===== src/rtl/alu_pkg.sv =====
// Shared definitions for ALU front-ends: opcodes, issue FSM states and the
// opcode-to-strobe decode.
package alu_pkg;

    localparam logic [1:0] OP_ADD = 2'b00;
    localparam logic [1:0] OP_SUB = 2'b01;
    localparam logic [1:0] OP_MUL = 2'b10;
    localparam logic [1:0] OP_DIV = 2'b11;

    typedef enum logic [1:0] {
        ST_IDLE = 2'b00,
        ST_EXEC = 2'b01,
        ST_DONE = 2'b10
    } issue_state_t;

    // Strobe vector ordering is {div, mul, sub, add}.
    function automatic logic [3:0] op_onehot(input logic [1:0] op);
        logic [3:0] strobes;
        strobes = 4'b0000;
        strobes[op] = 1'b1;
        return strobes;
    endfunction

endpackage


===== src/rtl/alu_settle_counter.sv =====
// Loadable 8-bit down-counter that times how long an ALU strobe is held.
module alu_settle_counter (
    input  logic       clk,
    input  logic       rst_n,
    input  logic       load,
    input  logic [7:0] load_value,
    input  logic       enable,
    output logic       zero
);

    logic [7:0] count_q;

    always_ff @(posedge clk or negedge rst_n) begin
        if (!rst_n) begin
            count_q <= 8'd0;
        end else if (load) begin
            count_q <= load_value;
        end else if (enable && (count_q != 8'd0)) begin
            count_q <= count_q - 8'd1;
        end
    end

    assign zero = (count_q == 8'd0);

endmodule


===== src/rtl/alu_issue_ctrl.sv =====
// Issue sequencer in front of the ALU: accepts one op, holds a one-hot strobe
// for the op's settle time, captures the answer and presents it until consumed.
//
// state   | meaning
// --------+-------------------------------------------------------------
// ST_IDLE | ready for a request; strobes low
// ST_EXEC | operands and one strobe held while the ALU settles
// ST_DONE | result held on the response port until rsp_ready
module alu_issue_ctrl
    import alu_pkg::*;
#(
    parameter int WIDTH      = 32,
    parameter int ADD_CYCLES = 1,
    parameter int MUL_CYCLES = 2,
    parameter int DIV_CYCLES = 4
) (
    input  logic             clk,
    input  logic             rst_n,
    input  logic             req_valid,
    output logic             req_ready,
    input  logic [1:0]       req_op,
    input  logic [WIDTH-1:0] req_a,
    input  logic [WIDTH-1:0] req_b,
    output logic [WIDTH-1:0] alu_a,
    output logic [WIDTH-1:0] alu_b,
    output logic             alu_add,
    output logic             alu_sub,
    output logic             alu_mul,
    output logic             alu_div,
    input  logic [WIDTH-1:0] alu_answer,
    output logic             rsp_valid,
    input  logic             rsp_ready,
    output logic [WIDTH-1:0] rsp_data,
    output logic [1:0]       rsp_op,
    output logic             rsp_err,
    output logic             busy
);

    localparam logic [7:0] ADD_LOAD = 8'(ADD_CYCLES - 1);
    localparam logic [7:0] MUL_LOAD = 8'(MUL_CYCLES - 1);
    localparam logic [7:0] DIV_LOAD = 8'(DIV_CYCLES - 1);

    issue_state_t state_q, state_d;
    logic [3:0]   strobes_q;
    logic         accept;
    logic         div_zero;
    logic         capture;
    logic         cnt_zero;
    logic [7:0]   cnt_load_value;

    always_ff @(posedge clk or negedge rst_n) begin
        if (!rst_n) begin
            state_q <= ST_IDLE;
        end else begin
            state_q <= state_d;
        end
    end

    always_comb begin
        state_d  = state_q;
        accept   = 1'b0;
        div_zero = 1'b0;
        capture  = 1'b0;
        case (state_q)
            ST_IDLE: begin
                if (req_valid) begin
                    accept = 1'b1;
                    if ((req_op == OP_DIV) && (req_b == '0)) begin
                        div_zero = 1'b1;
                        state_d  = ST_DONE;
                    end else begin
                        state_d = ST_EXEC;
                    end
                end
            end
            ST_EXEC: begin
                if (cnt_zero) begin
                    capture = 1'b1;
                    state_d = ST_DONE;
                end
            end
            ST_DONE: begin
                if (rsp_ready) begin
                    state_d = ST_IDLE;
                end
            end
            default: state_d = ST_IDLE;
        endcase
    end

    always_comb begin
        cnt_load_value = ADD_LOAD;
        case (req_op)
            OP_MUL:  cnt_load_value = MUL_LOAD;
            OP_DIV:  cnt_load_value = DIV_LOAD;
            default: cnt_load_value = ADD_LOAD;
        endcase
    end

    alu_settle_counter u_settle (
        .clk        (clk),
        .rst_n      (rst_n),
        .load       (accept && !div_zero),
        .load_value (cnt_load_value),
        .enable     (state_q == ST_EXEC),
        .zero       (cnt_zero)
    );

    // Divide-by-zero never reaches the ALU: the saturated result is written here directly.
    always_ff @(posedge clk or negedge rst_n) begin
        if (!rst_n) begin
            alu_a     <= '0;
            alu_b     <= '0;
            rsp_data  <= '0;
            rsp_op    <= OP_ADD;
            rsp_err   <= 1'b0;
            strobes_q <= 4'b0000;
        end else if (accept) begin
            alu_a   <= req_a;
            alu_b   <= req_b;
            rsp_op  <= req_op;
            rsp_err <= div_zero;
            if (div_zero) begin
                rsp_data  <= '1;
                strobes_q <= 4'b0000;
            end else begin
                strobes_q <= op_onehot(req_op);
            end
        end else if (capture) begin
            rsp_data  <= alu_answer;
            strobes_q <= 4'b0000;
        end
    end

    assign {alu_div, alu_mul, alu_sub, alu_add} = strobes_q;

    assign req_ready = (state_q == ST_IDLE);
    assign rsp_valid = (state_q == ST_DONE);
    assign busy      = (state_q != ST_IDLE);

endmodule


===== config.mk =====
export PLATFORM = sky130hd
export DESIGN_NAME = alu_issue_ctrl
export DESIGN_NICKNAME = d
export VERILOG_FILES = /design/src/rtl/alu_pkg.sv /design/src/rtl/alu_settle_counter.sv /design/src/rtl/alu_issue_ctrl.sv
export SDC_FILE = /design/constraint.sdc
export NUM_CORES = 1
export LEC_CHECK = 0
export ABC_CLOCK_PERIOD_IN_PS = 1900
export BUFFER_PORTS_ARGS = -buffer_cell sky130_fd_sc_hd__buf_4
export CAP_MARGIN = 20
export CORE_MARGIN = 8
export CORE_UTILIZATION = 42
export DETAILED_ROUTE_END_ITERATION = 16
export PLACE_DENSITY_LB_ADDON = 0.08
export SYNTH_ARGS = -nofsm -noshare
export SYNTH_HDL_FRONTEND = slang
export SYNTH_SLANG_ARGS = --single-unit
export TNS_END_PERCENT = 5

===== constraint.sdc =====
create_clock -name clk -period 1.9 [get_ports clk]
set_clock_uncertainty 0.15 [all_clocks]
set_input_delay 0.285 -clock clk [delete_from_list [all_inputs] [get_ports clk]]
set_output_delay 0.285 -clock clk [all_outputs]
set_load 0.01 [all_outputs]

# Word-level counts from Yosys, hierarchy flattened

Index checks and enable logic that the tools add are counted.

Output and inout bits: 106
Register bits after elaboration: 113

Reductions and logical operators: 14
Multiplexer cells: 23
$lt $le $gt $ge: 2
Add/sub/neg operators: 1
Equal/unequal tests: 8

Operator list:

| kind                                                                                | number |
|---|---|
| 32-bit 2-to-1 mux                                                                   | 3 |
| 32-bit logical NOT                                                                  | 1 |
| 8-bit 2-to-1 mux                                                                    | 2 |
| 4-bit 2-to-1 mux                                                                    | 3 |
| 8-bit logical NOT                                                                   | 1 |
| 1-bit 2-to-1 mux                                                                    | 8 |
| 2-bit 2-to-1 mux                                                                    | 4 |
| 8-bit nonzero test                                                                  | 1 |
| 8-bit by 1-bit subtractor with 8-bit output, second input constant                  | 1 |
| 2-bit == test, second input constant                                                | 3 |
| 2-bit case mux with 3 select lines                                                  | 1 |
| 2-bit nonzero test                                                                  | 3 |
| 1-bit logical AND                                                                   | 4 |
| 2-bit by 1-bit inequality test with 1-bit output, second input constant             | 2 |
| 2-bit inequality test, second input constant                                        | 2 |
| 2-bit case mux with 2 select lines                                                  | 1 |
| 2-bit by 3-bit < comparator with 1-bit output, second input constant                | 1 |
| 3-bit AND reduction                                                                 | 1 |
| 1-bit demux with 2-bit select                                                       | 1 |
| 2-bit by 1-bit == test with 1-bit output, second input constant                     | 1 |
| 2-bit by 1-bit greater-or-equal comparator with 1-bit output, second input constant | 1 |
| 2-bit logical NOT                                                                   | 1 |
| 2-bit AND reduction                                                                 | 1 |
| 1-bit logical NOT                                                                   | 1 |

# Logic depth before layout (Yosys ltp)

Gate-level depths: netlist (run 1).

Word-level depth: 8
Gate-level depth with buffers: 8
Mapped depth without buffers: 6

# Modules after synthesis

From an unflattened synthesis (run 1), not the netlist that was laid out.

Cells, all modules: 520
Area total of the unflattened synthesis: 4799.6 um2

Modules (own cells, without submodules):

| module             | cells an instance | sequential area each (um2) | instances | area each (um2) |
|---|---|---|---|---|
| alu_issue_ctrl     | 462               | 2627.5                     | 1         | 4271.6 |
| alu_settle_counter | 58                | 200.2                      | 1         | 528.0 |

# Least setup slack after synthesis (run 1)

OpenSTA, ideal clock, no wires.

Path type: flip-flop to flip-flop
Start point: reg u_settle.count_q[0]
End point: reg u_settle.count_q[1]
Arrival: 1.678 ns
Cell stages (with the launch flop): 8
Required time: 1.625 ns
Setup time: 0.125 ns
Slack: -0.053 ns
Path through: dfrtp_1 -> inv_1 -> ha_1 -> or3b_2 -> buf_2 -> o21ai_4 -> mux2i_1 -> mux2_2

Cells in the longest elaborated chain, start to end: 3
Elaborated cells between the ends (all ways): 6
Those cells by class: add/sub: 1; mux: 2; reduce/logical: 3

RTL lines:

| item                                                                                     | line                                               | RTL |
|---|---|---|
| start: declaration                                                                       | alu_settle_counter.sv:11                           | `logic [7:0] count_q;` |
| start signal: assignment                                                                 | alu_settle_counter.sv:17                           | `count_q <= load_value;` |
| start signal: assignment                                                                 | alu_settle_counter.sv:19                           | `count_q <= count_q - 8'd1;` |
| 8-bit by 1-bit subtractor with 8-bit output / 8-bit nonzero test (equally long branches) | alu_settle_counter.sv:19, alu_settle_counter.sv:18 |  |
| 8-bit 2-to-1 mux / 1-bit logical AND (equally long branches)                             | alu_settle_counter.sv:18                           | `end else if (enable && (count_q != 8'd0)) begin` |
| 8-bit 2-to-1 mux / 2-bit nonzero test (equally long branches)                            | n/a                                                |  |

Several ways; a longest one is shown, not always the timed one. The select of a mux whose other input is x is not followed.
A chain may end at the register's enable or synchronous reset.

# Worst setup path after layout (run 1)

Start point: reg u_settle.count_q[5]
End point: reg u_settle.count_q[1]

Cells in the longest elaborated chain, start to end: 3

RTL lines:

| item                                | line |
|---|---|
| 8-bit nonzero test                  | alu_settle_counter.sv:18 |
| 1-bit logical AND                   | alu_settle_counter.sv:18 |
| 2-bit nonzero test (no source line) | n/a |

No other way between the ends.

==> results of run 1 <==
## state kept, by name, summed over array words and instances (netlist names)
| signal | count |
|---|---|
| state_q | 2 |
| alu_a | 32 |
| u_settle.count_q | 8 |
| strobes_q | 4 |
| rsp_op | 2 |
| rsp_data | 32 |
| alu_b | 32 |
| rsp_err | 1 |
## cell type report
| type | count | area [um^2] | share of cell area (%) |
|---|---|---|---|
| clock inverter | 12 | 183 | 2.26 |
| clock buffer | 20 | 445 | 5.52 |
| sequential | 113 | 2830 | 35.0 |
| inverter | 7 | 26.3 | 0.325 |
| timing repair buffer | 323 | 2740 | 33.9 |
| multi-input combinational | 361 | 1680 | 20.8 |
| tap | 140 | 175 | 2.17 |
## kinds of logic (layout without fill, tap and decap cells)
family / Yosys count / in the layout / synth area share, %
fa+ha+maj: 2 / 2 / 0.546
xor+xnor: 6 / 6 / 1.15
buf+inv: 34 / 362 / 3.08
compound gates: 43 / 43 / 5.65
simple gates: 307 / 307 / 27.2
mux: 3 / 3 / 0.709
flops: 113 / 113 / 61.7
## worst register-to-register path: cells and delay by family, from the launching register on
| kind | cells | cell delay (ps) |
|---|---|---|
| AND/OR/NAND/NOR | 1 | 600 |
| AO/OA/AOI/OAI | 1 | 200 |
| flip-flops | 1 | 440 |
| multiplexers | 2 | 360 |
## per-layer routing
metal / GRT usage [%] / wire length [um] / vias to the layer above / part of all wire (%)
met5: 0 / 0 / - / 0
met4: 9.91 / 467 / 0 / 2.9
met3: 7.79 / 1360 / 33 / 8.6
met2: 36.4 / 7710 / 200 / 49
met1: 25.9 / 6340 / 2218 / 40
li1: - / - / 2251 / -
## worst max-delay path by stage
stage	endpoint	from	slack, ps	cells past startpoint
after floorplan	u_settle.count_q[0]	state_q[1]	10	4
after global placement	u_settle.count_q[0]	req_b[0]	-60	5
after detailed placement	u_settle.count_q[0]	req_b[0]	-60	5
after CTS	u_settle.count_q[0]	u_settle.count_q[0]	2	6
after global routing	u_settle.count_q[1]	u_settle.count_q[0]	-70	6
final	u_settle.count_q[1]	u_settle.count_q[5]	20	4
## timing repair
item                                    CTS  global route
buffers inserted                          1             1
hold buffers                            100             0
pin swaps                                 1             3
resized for setup                         0            15
endpoints found under the setup margin    2            48
hold endpoints to repair                135             0
gates cloned                              0             0
## metrics by stage
stage                     instances  setup slack [ps]  power (W)  TNS [ps]  area [um^2]
after floorplan                 508              13.9    0.00652         0         4590
after global placement          842             -59.8    0.00893      -119         6370
after detailed placement        842             -61.4    0.00907      -189         6370
after CTS                       975              2.39     0.0126         0         8010
after global routing            976             -67.2     0.0135      -172         8080
final                           976              20.1     0.0127         0         8080
## synthesized netlist by cell type
cell type | instances | area share, %
a21oi_1 | 33 | 3.6
a31oi_2 | 1 | 0.27
a32o_1 | 1 | 0.22
and2_1 | 1 | 0.14
and3_1 | 2 | 0.27
and4_1 | 1 | 0.19
buf_1 | 1 | 0.082
buf_2 | 11 | 1.2
clkbuf_1 | 15 | 1.2
dfrtp_1 | 113 | 62
ha_1 | 2 | 0.55
inv_1 | 7 | 0.57
mux2_2 | 2 | 0.49
mux2i_1 | 1 | 0.22
nand2_1 | 204 | 17
nand3_1 | 4 | 0.44
nand3b_1 | 3 | 0.49
nand4_1 | 1 | 0.14
nand4_2 | 1 | 0.27
nor2_1 | 74 | 6.1
nor2b_1 | 1 | 0.14
nor3_1 | 1 | 0.11
nor3b_1 | 1 | 0.16
nor4_1 | 7 | 0.95
nor4_2 | 1 | 0.27
o2111ai_1 | 3 | 0.57
o211ai_1 | 1 | 0.16
o21ai_0 | 1 | 0.11
o21ai_4 | 1 | 0.35
o311ai_1 | 1 | 0.19
o31ai_1 | 1 | 0.16
or2_1 | 1 | 0.14
or3_1 | 1 | 0.14
or3b_2 | 1 | 0.19
or4_1 | 1 | 0.16
or4_4 | 1 | 0.25
xnor2_1 | 2 | 0.38
xor2_1 | 4 | 0.76
## power groups by stage
stage | Clock (W) | Combinational (W) | Sequential [W]
floorplan | 0 | 0.00186 | 0.00466
global placement | 0 | 0.00474 | 0.00419
detailed placement | 0 | 0.00485 | 0.00423
CTS | 0.00336 | 0.00507 | 0.00422
global route | 0.00349 | 0.00567 | 0.00439
finish | 0.00331 | 0.00513 | 0.00426
==> impl_metrics.json, run 1 <==
{
  "grt_pass1_vias": 5005,
  "wirelength_mm": 15.9,
  "die_h_um": 120,
  "cp-start-kind": "flop",
  "dieArea_um2": 14500,
  "grtUsageTotal_pct": 22.2,
  "final_cell_mix": "217 x buf_4, 203 x nand2_1, 113 x dfrtp_1",
  "cp_max_fo": 4,
  "place_hpwl_mm": 9.86,
  "antenna_found_initial": 0,
  "core_um2": 10700,
  "status": "completed",
  "clockBufferDepth": 2,
  "timing.rr.end": "u_settle.count_q[1]",
  "grt_pass1_wl_mm": 25.7,
  "synth_nets": 612,
  "p_per_area_nw_per_um2": 1570,
  "setup_viol": 0,
  "htreeDepth": 4,
  "cp_top_family": "simple AND/OR/NAND/NOR gates",
  "min_path_type": "in -> reg",
  "ir_drop_v": 0.000768,
  "clkTransAtPathRegs_ps": 60,
  "postSynthAreaPerCell_um2": 9.03,
  "clock-root-buffer": "clkbuf_8",
  "critPathBufInv": 0,
  "power.switching_w": 0.00439,
  "cts_sinks": 113,
  "power_frac_comb_pct": 40.4,
  "insertion_delay_ps": 500,
  "whs_path_depth": 4,
  "cts_buffers": 17,
  "r2r_start": "u_settle.count_q[5]",
  "syn_inst": 508,
  "r2r_slack_ps": 20,
  "crit_type": "reg -> reg",
  "seqPwrFrac_pct": 33.5,
  "p_leak_nw": 4.15,
  "drive_above_1_share_pct": 32.5,
  "vias_per_cell": 4.82,
  "endpoint_kind": "flop",
  "max_slew_margin_pct": 65.1,
  "yosysWarnings": 0,
  "drtPass1Iterations": 4,
  "slowest_delay_ps": 600,
  "rr_worst_depth": 4,
  "initial_utilization_pct": 42.7,
  "ys_ff_latch": 113,
  "cts_tree": "done",
  "routedWlPerCell_um": 16.3,
  "gp_congestion": 0.812,
  "synth.distinct_cells": 38,
  "period_minus_slack_ps": 1880,
  "boundaryPins": 208,
  "power.internal_w": 0.00832,
  "syn_area_um2": 4590,
  "vias": 4702,
  "worstMarginPinSlew_ps": 523,
  "drt-initial-drc-count": 377,
  "hold_violations": 0,
  "port_buffers": 207,
  "ant_nets": 0,
  "max-cap-violations": 0,
  "row_count": 38,
  "crit_arrival_ps": 2110,
  "grt_max_degree": 73,
  "slowest_stage": "or4_4",
  "final_common_cell": "buf_4",
  "crit_chain": "or4_4 -> o21ai_4 -> mux2i_1 -> mux2_4",
  "crit_required_ps": 2130,
  "fin_util_pct": 75.2,
  "finalCritPeriodShare_pct": 98.9,
  "min_to": "u_settle.count_q[7]",
  "clkPwrFrac_pct": 26.1,
  "yosysSeqAreaShare_pct": 61.7,
  "nNetsFinal": 927,
  "grt_setup_unrepaired": "yes",
  "swShare_pct": 34.5,
  "antennaDiodeCount": 0,
  "syn2layout_area_growth_pct": 76.1,
  "fmax_mhz": 532,
  "slew_violations": 0,
  "hold_start": "req_valid",
  "die_w_um": 120,
  "fill_cells": 729,
  "drc": 0,
  "fin_hold_ws_ps": 112,
  "grt_remaining_overflow": 0
}
(Power assumes the default switching activity.)
==> inputs of run 2 (changes only) <==
--- a/config.mk
+++ b/config.mk
@@ -9,10 +9,12 @@
 export BUFFER_PORTS_ARGS = -buffer_cell sky130_fd_sc_hd__buf_4
 export CAP_MARGIN = 20
 export CORE_MARGIN = 8
-export CORE_UTILIZATION = 42
+export CORE_UTILIZATION = 43
 export DETAILED_ROUTE_END_ITERATION = 16
 export PLACE_DENSITY_LB_ADDON = 0.08
+export RECOVER_POWER = 50
 export SYNTH_ARGS = -nofsm -noshare
 export SYNTH_HDL_FRONTEND = slang
+export SYNTH_HIERARCHICAL = 1
 export SYNTH_SLANG_ARGS = --single-unit
 export TNS_END_PERCENT = 5
==> impl_metrics.json, run 2 <==
{
  "top_regs": "alu_a (32), alu_b (32), rsp_data (32)",
  "synth_most_common_cell": "nand2_1",
  "slowest_stage": "or3b_4",
  "nNetsFinal": 967,
  "grtUsageTotal_pct": 22.9,
  "ir_drop_v": 0.000792,
  "syn_inst": 520,
  "antenna_found_initial": 0,
  "min_path_type": "in -> reg",
  "yosysTopAreaCellShare_pct": 58.9,
  "row_count": 38,
  "r2r_start": "state_q[1]",
  "crit_chain": "buf_4 -> nor2b_4 -> or3b_4 -> o311a_1 -> a221o_1",
  "synth_edf_count": 0,
  "die_w_um": 122,
  "htreeDepth": 4,
  "syn2layout_area_growth_pct": 72.9,
  "vias_per_cell": 4.95,
  "ant_nets": 0,
  "endpoint": "u_settle/count_q[7]",
  "crit_arrival_ps": 2150,
  "fmax_mhz": 526,
  "cp-startpoint": "state_q[1]",
  "r2r_slack_ps": -0.5,
  "status": "complete, but fails checks",
  "die_h_um": 122,
  "synthTopCellsByArea": "dfrtp_1 59%, nand2_1 21%, nand3_2 6.0%, clkbuf_1 1.6%, nor4_1 1.2%",
  "port_buffers": 207,
  "dieArea_um2": 14800,
  "insertion_delay_ps": 510,
  "violations": "negative setup slack",
  "drc": 0,
  "ys_ff_latch": 113,
  "gp_congestion": 0.787,
  "slew_violations": 0,
  "final_common_cell": "nand2_1",
  "yosys-top-cells-count": "264 x nand2_1, 113 x dfrtp_1, 29 x nand3_2",
  "drive_above_1_share_pct": 33.3,
  "worstMarginPinSlew_ps": 1330,
  "synth_top_area_cell": "dfrtp_1",
  "drt-initial-drc-count": 363,
  "cts_buffers": 17,
  "wirelength_mm": 16.9,
  "crit_required_ps": 2150,
  "grt_remaining_overflow": 0,
  "fin_ws_ps": -0.493,
  "max_slew_margin_pct": 11.1,
  "vias": 5017,
  "max-cap-violations": 0,
  "timing.rr.end": "u_settle/count_q[7]",
  "routedWlPerCell_um": 16.7,
  "critical_path_depth": 5,
  "period_minus_slack_ps": 1900,
  "cts_tree": "done",
  "grt_setup_unrepaired": "yes",
  "final_cell_mix": "264 x nand2_1, 206 x buf_4, 113 x dfrtp_1",
  "postSynthAreaPerCell_um2": 9.23,
  "grt_pass1_vias": 5345,
  "place_area_um2": 6790,
  "setup_viol": 1,
  "crit_type": "reg -> reg",
  "cp-start-kind": "flop",
  "initial_utilization_pct": 44.1,
  "clock-root-buffer": "clkbuf_8",
  "hold_violations": 0,
  "yosysWarnings": 6,
  "drtPass1Iterations": 5,
  "p_leak_nw": 4.22,
  "clockBufferDepth": 2,
  "cp_max_fo": 6,
  "boundaryPins": 208,
  "synth.distinct_cells": 43,
  "clkTransAtPathRegs_ps": 60,
  "yosysSeqAreaShare_pct": 58.9,
  "place_hpwl_mm": 11.2,
  "core_um2": 10900,
  "syn_area_um2": 4800,
  "cts_sinks": 113,
  "async_flop_share_pct": 100,
  "finalCritPeriodShare_pct": 100,
  "rr_worst_depth": 5,
  "final_cell_area_um2": 8300,
  "grt_max_degree": 49,
  "grt_pass1_wl_mm": 26.8,
  "p_per_area_nw_per_um2": 1420,
  "finalPower_w": 0.0118,
  "endpoint_kind": "flop",
  "synth-main-ff-cell": "dfrtp_1",
  "slowest_delay_ps": 420,
  "fill_cells": 774,
  "cp_top_family": "compound AO/OA/AOI/OAI gates",
  "critPathBufInv": 1
}
-- run 2: changes by cell type in the layout (fill, tap and decap cells not counted), sizes merged, moves of 6 or more --
cell	previous run	this run
nor2	74	8
nand2	204	266
clkbuf	20	55
nand3	4	35
a21oi	33	3
buf	223	215
conb	0	6
-- run 2: cell type report --
type | count | area, um^2 | area share (%)
Timing Repair Buffer | 348 | 2840 | 34.3
Sequential cell | 113 | 2830 | 34.1
Multi-Input combinational cell | 375 | 1870 | 22.5
Clock buffer | 22 | 463 | 5.58
Tap cell | 140 | 175 | 2.11
Clock inverter | 7 | 85.1 | 1.03
Inverter | 8 | 36.3 | 0.437
Antenna cell | 1 | 2.50 | 0.0302
-- run 2: logic make-up (layout without fill, tap and decap cells) --
logic type / after synthesis / in the layout / share of synthesized area, %
AO/OA/AOI/OAI: 26 / 26 / 4.25
flip-flops: 113 / 113 / 58.9
AND/OR/NAND/NOR: 341 / 341 / 32.7
other: 1 / 7 / 0.0781
buffers and inverters: 37 / 385 / 3.52
adder cells (fa/ha/maj): 2 / 2 / 0.521
-- run 2: tightest hold or removal path: stages --
cell and delay (ps):
buf_4 100, and2_2 190, nor2_2 90, o2bb2ai_1 120
-- run 2: repair_timing --
item | in CTS | in global routing
pin swaps | 3 | 3
hold buffers | 100 | 0
setup endpoints to repair | 41 | 40
setup buffers | 0 | 1
gates cloned | 1 | 0
gates resized for setup | 8 | 5
endpoints found under the hold margin | 213 | 0
-- run 2: worst min-delay path by stage --
stage,endpoint,cells past startpoint,slack [ps],startpoint
6_report,strobes_q[3],4,170,req_valid
5_1_grt,strobes_q[3],4,180,req_valid
4_1_cts,rsp_data[24],2,50,rst_n
3_5_place_dp,rsp_data[26],1,50,rst_n
3_3_place_gp,rsp_data[26],1,50,rst_n
2_1_floorplan,alu_a[0],0,-160,rst_n
-- run 2: stage by stage --
stage | hold WS, ps | setup slack (ps) | instances | setup TNS, ps | utilization [%]
after floorplan | -161 | -56.0 | 525 | -1100 | -
after global placement | 47.1 | -427 | 882 | -16200 | 62.4
after detailed placement | 53.0 | -436 | 882 | -16310 | 62.4
after CTS | 49.9 | 0.947 | 1012 | 0 | 77.1
after global routing | 179 | -63.1 | 1013 | -1600 | 76.2
final | 165 | -0.493 | 1014 | -0.493 | 76.2
-- run 2: power by group --
group          internal [W]  switching (W)
sequential          0.00352       0.000639
combinational       0.00232        0.00236
clock               0.00193        0.00101
total               0.00777        0.00402
-- run 2: per-layer routing --
metal	share of wire [%]	track usage, %	routed length, um
met5	0	0	0
met4	3.1	9.95	528
met3	9.1	8.93	1540
met2	50	37.8	8380
met1	38	26.0	6440
==> inputs of run 3 (changes only) <==
--- a/config.mk
+++ b/config.mk
@@ -12,7 +12,7 @@
 export CORE_UTILIZATION = 43
 export DETAILED_ROUTE_END_ITERATION = 16
 export PLACE_DENSITY_LB_ADDON = 0.08
-export RECOVER_POWER = 50
+export RECOVER_POWER = 100
 export SYNTH_ARGS = -nofsm -noshare
 export SYNTH_HDL_FRONTEND = slang
 export SYNTH_HIERARCHICAL = 1
==> impl_metrics.json, run 3 (synthesis results as in run 2) <==
{
  "cp_max_fo": 13,
  "place_hpwl_mm": 11.2,
  "clkTransAtPathRegs_ps": 60,
  "grt_pass1_vias": 5345,
  "htreeDepth": 4,
  "top_regs": "alu_a (32), alu_b (32), rsp_data (32)",
  "cts_buffers": 17,
  "crit_type": "in -> reg",
  "max-cap-violations": 0,
  "cts_sinks": 113,
  "status": "complete, but fails checks",
  "p_per_area_nw_per_um2": 1400,
  "worstMarginPinSlew_ps": 1340,
  "crit_arrival_ps": 2150,
  "final_common_cell": "nand2_1",
  "slew_violations": 0,
  "endpoint_kind": "flop",
  "clock-root-buffer": "clkbuf_8",
  "drc": 0,
  "routedWlPerCell_um": 16.6,
  "finalCritPeriodShare_pct": 100,
  "fmax_mhz": 526,
  "row_count": 38,
  "ant_nets": 0,
  "dieArea_um2": 14800,
  "fin_util_pct": 73.5,
  "clockBufferDepth": 2,
  "grt_pass1_wl_mm": 26.8,
  "min_path_type": "in -> reg",
  "port_buffers": 207,
  "die_h_um": 122,
  "tns_ps": -1.09,
  "drtPass1Iterations": 5,
  "final_cell_mix": "264 x nand2_1, 132 x buf_4, 113 x dfrtp_1",
  "top_layer_used": "met4",
  "grt_remaining_overflow": 0,
  "antenna_found_initial": 0,
  "ir_drop_v": 0.000760,
  "drive_above_1_share_pct": 24.9,
  "period_minus_slack_ps": 1900,
  "setup_viol": 1,
  "insertion_delay_ps": 510,
  "violations": "negative setup slack",
  "vias_per_cell": 4.91,
  "grt_setup_unrepaired": "yes",
  "grt_max_degree": 49,
  "initial_utilization_pct": 44.1,
  "nNetsFinal": 967,
  "vias": 4983,
  "grtUsageTotal_pct": 22.9,
  "p_leak_nw": 3.94,
  "wirelength_mm": 16.8,
  "cp-start-kind": "primary input",
  "fin_ws_ps": -1.09,
  "boundaryPins": 208,
  "wl_met1_mm": 6.44,
  "crit_required_ps": 2150,
  "max_slew_margin_pct": 10.9,
  "fill_cells": 873,
  "drt-initial-drc-count": 407,
  "wl_met2_mm": 8.34,
  "die_w_um": 122,
  "gp_congestion": 0.787,
  "syn2layout_area_growth_pct": 66.8,
  "hold_violations": 0,
  "cts_tree": "done",
  "core_um2": 10900,
  "met3_length_mm": 1.53
}
## run 3: path summary, 6_finish.rpt
path,startpoint,cells past startpoint,slack (ps),to
max reg2reg,u_settle/count_q[3],3,-1,u_settle/count_q[6]
min,req_valid,4,130,strobes_q[3]
max,req_op[1],10,-1,u_settle/count_q[7]
min in group asynchronous,rst_n,2,450,rsp_data[26]
max in group asynchronous,rst_n,3,260,alu_b[4]
min reg2reg,alu_b[0],2,320,alu_b[0]
## run 3: layout make-up
cell class                      count  area, um^2  share of cell area, %
Timing Repair Buffer              348        2550                   31.9
Inverter                            8        36.3                  0.453
Multi-Input combinational cell    375        1870                   23.3
Clock inverter                      7        85.1                   1.06
Sequential cell                   113        2830                   35.3
Clock buffer                       22         463                   5.78
Tap cell                          140         175                   2.19
Antenna cell                        1        2.50                 0.0313
## run 3: metrics by stage
stage | area, um^2 | std cells | total power, W | setup WS, ps | hold WS (ps)
after floorplan | 4870 | 525 | 0.00622 | -56.0 | -161
after global placement | 6790 | 882 | 0.00875 | -427 | 47.1
after detailed placement | 6790 | 882 | 0.00892 | -436 | 53.0
after CTS | 8390 | 1012 | 0.0121 | 0.947 | 49.9
after global routing | 8010 | 1013 | 0.0119 | -63.1 | 141
final | 8010 | 1014 | 0.0112 | -1.09 | 126
## run 3: report_power, final
group          internal, W  switching (W)  leakage [nW]
sequential         0.00352       0.000616          1.33
combinational      0.00174        0.00236          2.34
clock              0.00193        0.00102         0.276
## run 3: worst max-delay path, cell delays in order
cell and delay [ps]:
dlygate4sd3_1 540, buf_4 130, and2_1 180, nand2_1 110, nor3_2 70, nor2_2 150, buf_6 180, clkinv_4 110
o311a_1 140, a221o_1 260
## run 3: repair_timing
item                                    4_1_cts  5_1_grt
endpoints found under the setup margin       41       40
hold buffers                                100        0
gates cloned                                  1        0
setup buffers                                 0        1
endpoints found under the hold margin       213        0
gates resized for setup                       8        5
pin swaps                                     3        3
## run 3: per-layer routing
layer / up-vias / global-route usage [%]
li1: 2366 / -
met1: 2353 / 26.0
met2: 223 / 37.8
met3: 41 / 8.93
met4: 0 / 9.95
met5: - / 0
